[src/rtl/pc_sequencer.sv]
`default_nettype none
// ============================================================================
// Module      : pc_sequencer
// Description : Program-counter controller for a multicycle datapath. Owns the
//               PC, fetches each instruction from instruction memory, holds it
//               for decode/execute and selects the next PC. The next PC is the
//               sequential increment, a branch target or a jump target.
// Revision    : 1.0 - initial release
// ============================================================================
module pc_sequencer #(
    parameter int                 ADDR_W   = 32,
    parameter int                 DATA_W   = 32,
    parameter logic [ADDR_W-1:0]  RESET_PC = {ADDR_W{1'b0}},
    parameter int                 STEP     = 4
) (
    input  logic              clk,
    input  logic              rst_n,
    input  logic              stall,
    output logic              imem_req,
    output logic [ADDR_W-1:0] imem_addr,
    input  logic              imem_ack,
    input  logic [DATA_W-1:0] imem_rdata,
    output logic [DATA_W-1:0] instr,
    output logic              instr_valid,
    input  logic              exec_done,
    input  logic              br_taken,
    input  logic [ADDR_W-1:0] br_target,
    input  logic              jmp,
    input  logic [ADDR_W-1:0] jmp_target,
    input  logic              halt,
    output logic [ADDR_W-1:0] pc,
    output logic              halted
);

    typedef enum logic [1:0] {
        S_IDLE  = 2'd0,
        S_FETCH = 2'd1,
        S_EXEC  = 2'd2,
        S_HALT  = 2'd3
    } state_t;

    localparam logic [ADDR_W-1:0] C_STEP       = ADDR_W'(STEP);
    localparam logic [ADDR_W-1:0] C_ALIGN_MASK = ~ADDR_W'(3);

    state_t            r_state;
    logic [ADDR_W-1:0] w_jmp_aligned;
    logic [ADDR_W-1:0] w_br_aligned;
    logic [ADDR_W-1:0] w_pc_next_seq;

    // Targets are forced to word alignment; the increment wraps naturally
    assign w_jmp_aligned = jmp_target & C_ALIGN_MASK;
    assign w_br_aligned  = br_target & C_ALIGN_MASK;
    assign w_pc_next_seq = pc + C_STEP;

    // Request follows state and stall combinationally; the address is the PC itself
    assign imem_req  = (r_state == S_FETCH) && !stall;
    assign imem_addr = pc;

    // Sequencer: fetch, hold for execute, then pick the next PC by priority
    always_ff @(posedge clk or negedge rst_n) begin
        if (!rst_n) begin
            r_state     <= S_IDLE;
            pc          <= RESET_PC;
            instr       <= {DATA_W{1'b0}};
            instr_valid <= 1'b0;
            halted      <= 1'b0;
        end else begin
            case (r_state)
                S_IDLE: begin
                    r_state <= S_FETCH;
                end
                S_FETCH: begin
                    // An ack that arrives while stalled was never requested
                    if (imem_ack && !stall) begin
                        instr       <= imem_rdata;
                        instr_valid <= 1'b1;
                        r_state     <= S_EXEC;
                    end
                end
                S_EXEC: begin
                    if (exec_done) begin
                        instr_valid <= 1'b0;
                        if (halt) begin
                            halted  <= 1'b1;
                            r_state <= S_HALT;
                        end else begin
                            r_state <= S_FETCH;
                            if (jmp) begin
                                pc <= w_jmp_aligned;
                            end else if (br_taken) begin
                                pc <= w_br_aligned;
                            end else begin
                                pc <= w_pc_next_seq;
                            end
                        end
                    end
                end
                S_HALT: begin
                    r_state <= S_HALT;
                end
                default: begin
                    r_state <= S_IDLE;
                end
            endcase
        end
    end

endmodule
`default_nettype wire

[config.mk]
export PLATFORM = sky130hd
export DESIGN_NAME = pc_sequencer
export DESIGN_NICKNAME = d
export VERILOG_FILES = /design/src/rtl/pc_sequencer.sv
export SDC_FILE = /design/constraint.sdc
export NUM_CORES = 1
export LEC_CHECK = 0
export BUFFER_PORTS_ARGS = -buffer_cell sky130_fd_sc_hd__buf_2
export CORE_ASPECT_RATIO = 1.1
export CORE_MARGIN = 2
export CORE_UTILIZATION = 49
export CTS_CLUSTER_DIAMETER = 120
export DETAILED_ROUTE_END_ITERATION = 10
export HOLD_SLACK_MARGIN = 0.02
export PLACE_DENSITY = 0.89
export SLEW_MARGIN = 20
export SYNTH_ARGS = -nofsm -noshare
export SYNTH_HDL_FRONTEND = slang
export SYNTH_SLANG_ARGS = --single-unit
export TNS_END_PERCENT = 50
[constraint.sdc]
create_clock -name clk -period 4.5 [get_ports clk]
set_input_delay 1.125 -clock clk [delete_from_list [all_inputs] [get_ports clk]]
set_output_delay 1.125 -clock clk [all_outputs]
set_load 0.005 [all_outputs]
; Word level (Yosys, flattened, before mapping)
; Index checks and enable logic that the tools add are counted.
; W data, S select, Z words.
[classes]
eq_ne = 5
n_bitwise = 1
addsub = 1
reduce_logical = 10
mux = 9
[op_table]
columns = op, count
row1 = $mux W32, 2
row2 = $add A32 B3 Y32 const B, 1
row3 = $reduce_and A3 Y1, 3
row4 = $pmux W2 S4, 1
row5 = $mux W2, 3
row6 = $eq A2 B2 Y1 const B, 2
row7 = $reduce_and A2 Y1, 2
row8 = $eq A2 B1 Y1 const B, 1
row9 = $logic_and A1 B1 Y1, 2
row10 = $logic_not A2 Y1, 1
row11 = $mux W1, 2
row12 = $ne A2 B1 Y1 const B, 1
row13 = $ne A2 B2 Y1 const B, 1
row14 = $pmux W1 S2, 1
row15 = $reduce_bool A2 Y1, 1
row16 = $logic_not A1 Y1, 1
row17 = $not A1 Y1, 1
[totals]
inputBits = 104
reg_bits = 68
elab_cells = 31

; Depth between registers and ports, before layout
[logic_depth]
depth_word = 4
depth_mapped = 8
mapped_depth_nobuf = 6

; Worst setup path before layout
; Ideal clock, no wire load.
[synth_path]
kind = input port to flip-flop
from = in imem_ack
to = reg instr[0]
arrival_time_ps = 2554
setup_slack_ps = 1821
t_required_ps = 4375
cell_stages = 4
cell_sequence = nor2b_1 -> nor3b_1 -> clkbuf_1 -> mux2_2
[synth_via]
elab_chain_cells = 2
[synth_lines]
columns = element, line_no
row1 = start: declaration, 21  ; input logic imem_ack,
row2 = $logic_and A1 B1 Y1, 74  ; if (imem_ack && !stall) begin
row3 = $reduce_and A2 Y1 (no source line), --
row4 = end signal: assignment, 64  ; instr <= {DATA_W{1'b0}};
row5 = end signal: assignment, 75  ; instr <= imem_rdata;
row6 = end: declaration, 23  ; output logic [DATA_W-1:0] instr,
; No other way between the ends.
; A chain may end at the register's enable or synchronous reset.

; Worst setup path in the final report
[layout_path]
from = in halt
to = reg pc[31], in the netlist imem_addr[31]
[layout_via]
elab_chain_cells = 2
[layout_lines]
columns = element, line_no
row1 = start: declaration, 30  ; input logic halt,
row2 = $not A1 Y1 (no source line), --
row3 = $reduce_and A3 Y1 (no source line), --
row4 = end signal: assignment, 89  ; pc <= w_jmp_aligned;
row5 = end signal: assignment, 91  ; pc <= w_br_aligned;
row6 = end signal: assignment, 93  ; pc <= w_pc_next_seq;
row7 = end: declaration, 31  ; output logic [ADDR_W-1:0] pc,
; No other way between the ends.

==> reports/summary.txt <==
Starting DRT DRC Count: 210
Outcome: finished clean
Max Freq: 336 MHz
Fin. max-slew vios: 0
Post-route ant nets: 0
Setup crit end kind: flip-flop
Skew final: 0.0105 ns
Diodes inserted: 0
Vias in the first global route: 3691
Commonest non-fill, non-tap cell in the layout: buf_2
Area growth syn-to-layout: 26.2%
CTS H-tree lvls: 3
Crit. path cell count: 6
Hold Crit Class: flip-flop to flip-flop
I/O pins: 203
GPL Wtd Cong: 0.866
Worst Path Arrival: 3.27 ns
Tmin final: 2.98 ns
Final net count: 674
Setup Fix Bufs, Post-CTS: 0
Critical Path RT: 4.79 ns
First-pass iteration count of the detailed router: 5
Post-CTS Hold Fix Bufs: 0
GR peak layer: met2
Leading cell types in the layout, fill and taps excluded: buf_2, dfrtp_1, nand2_1
Max-cap violation count: 0
Sink Count: 66
Post-synth EDFFs: 0
Starting Density: 0.497
Max clock buf depth: 2
CTS Buf Count: 9
Kind of cell adding the most delay to the critical path: simple AND/OR/NAND/NOR gates
Rows: 34
Hold Path Origin: instr_valid
I/O Buffers: 194
Leakage: 2.45 nW
Syn Inst Count: 416
PD cells: 333 nW/um^2
Remaining DRCs: 0
Unique masters post-synth: 59
Slew @ Worst Pin: 0.993 ns
Initial antenna violation count: 1
Global Route Usage Sum: 0.264
RR Startpoint: r_state[1]
Chip Width: 89.0 um
Core ar.: 7830 um^2
Hold Vio Cnt, Final: 0
Sequential area share after synthesis: 0.424
Post_cts resized: 0
Synth Flop Type: dfrtp_1
Die footprint: 8680 um^2
Die H: 97.5 um
Met2 track demand over resource: 0.432
Final Setup Violations: 0
Cells on worst reg2reg path: 5
Total congestion overflow: 0
Synth warnings: 0
Rel. slew slack: 0.338
Routed vias/inst: 5.66
Power Total: 1.64 mW
Type of origin of the critical path: input port
CTS tree: yes
Met1 GRT Util: 0.331
Detailed placement HPWL: 8300 um
WL/cell: 16.7 um
#FFs+latches synth: 66
Fillers: 720
CTS clk-pin slew, worst paths: 0.08 ns
CTS Root Cell: clkbuf_8
Worst path cell trace: buf_2 > nand4bb_2 > or3_1 > or3_1 > mux2_2 > nand3_1
Met3 Usage GRT: 0.0561
Most frequent CP cell: or3_1
Crit. Startpoint: halt
Fraction of registers with async set/reset: 1.00
Avg Synthesized Cell Area: 9.36 um^2
Period utilization: 0.662
Crit Path Max Fanout: 21
Setup TNS Final: 0 ns
First-pass GRT wire length: 17900 um
Routed WL: 11400 um
Synth Cell Area: 3890 um^2
Hold depth: 1
Crit-path max cell delay: 0.69 ns
Via count: 3860
WP buf/inv: 1
Largest net degree at the start of global routing: 42
RSZ-0062 raised after global routing: no
Worst VDD drop: 0.223 mV
Setup CP Type: input port to flip-flop
Critical-path top delay cell: or3_1
Clk Latency, worst-skew pair: 0.35 ns
Share of layout cells above drive strength 1: 0.448
==> synth_stat cells (all sizes together) (3+ instances only) <==
master   instances  area [um^2]
dfrtp           66         1650
buf             38          278
nand2           35          131
mux2            33          372
o21ai           31          155
a21oi           28          140
clkbuf          22         83.8
nand3           22          115
nor2            21         78.8
nor3             9         45.0
nor4             7         50.1
a31oi            6         37.5
a22oi            5         37.5
and3             5         32.5
inv              5         18.8
o22ai            5         31.3
or3              5         33.8
xnor2            5         43.8
a221oi           4         41.3
mux2i            4         40.0
nand4            4         25.0
o211ai           4         30.0
o21a             4         30.0
o2bb2ai          4         35.0
a22o             3         26.3
nor2b            3         18.8
o31ai            3         22.5
or4              3         22.5
xor2             3         26.3
==> state kept, by name, summed over array words and instances (netlist names) <==
| name | cells |
|---|---|
| instr | 32 |
| imem_addr | 30 |
| r_state | 2 |
| halted | 1 |
| instr_valid | 1 |
==> where the power goes <==
part	switching [mW]	total [mW]	internal (mW)	leakage, nW
sequential	0.0740	0.749	0.675	0.848
clock	0.252	0.566	0.314	0.107
combinational	0.143	0.321	0.178	1.49
total	0.469	1.64	1.17	2.45
==> per-layer routing <==
metal  wire, um  part of all wire
met3        821             0.072
met1       4500              0.40
met5          7           0.00062
met4        302             0.027
met2       5720              0.50
==> path summary, 6_finish.rpt <==
check                                 to  slack (ns)
setup / recovery           imem_addr[31]        1.52
hold / removal               instr_valid        0.50
setup reg to reg           imem_addr[31]        2.00
hold reg to reg              instr_valid        0.50
max in group asynchronous      instr[16]        2.65
min in group asynchronous      instr[21]        0.92
==> cell families (layout without fill, tap and decap cells) <==
family,Yosys count,count (layout),share of synthesized area
XOR/XNOR,8,8,0.0180
buffers and inverters,66,221,0.0986
other,1,4,0.000963
AND/OR/NAND/NOR,123,123,0.160
AO/OA/AOI/OAI,114,114,0.189
multiplexers,37,37,0.106
flip-flops,66,66,0.424
adder cells (fa/ha/maj),1,1,0.00321
==> area by class of cell <==
| cell class | instances | area [um^2] | share of cell area |
|---|---|---|---|
| repair buffers | 199 | 1010 | 0.205 |
| multi-input cells | 287 | 1880 | 0.382 |
| flip-flops and latches | 66 | 1650 | 0.336 |
| inverters | 6 | 22.5 | 0.00458 |
| well taps | 108 | 135 | 0.0275 |
| clock inverters | 6 | 90.1 | 0.0183 |
| clock buffers | 10 | 128 | 0.0260 |
==> stage by stage <==
stage                     setup slack [ns]  hold WS [ns]  cell area (um^2)  utilization  cells
final                                 1.52         0.498              4910        0.628    682
after global placement                1.24         0.450              4700        0.600    666
after CTS                             1.53         0.502              4910        0.628    682
after global routing                  1.41         0.524              4910        0.628    682
after detailed placement              1.15         0.483              4700        0.600    666
after floorplan                       1.82         0.460              3910            -    419
Power figures use the tool's default switching activity.
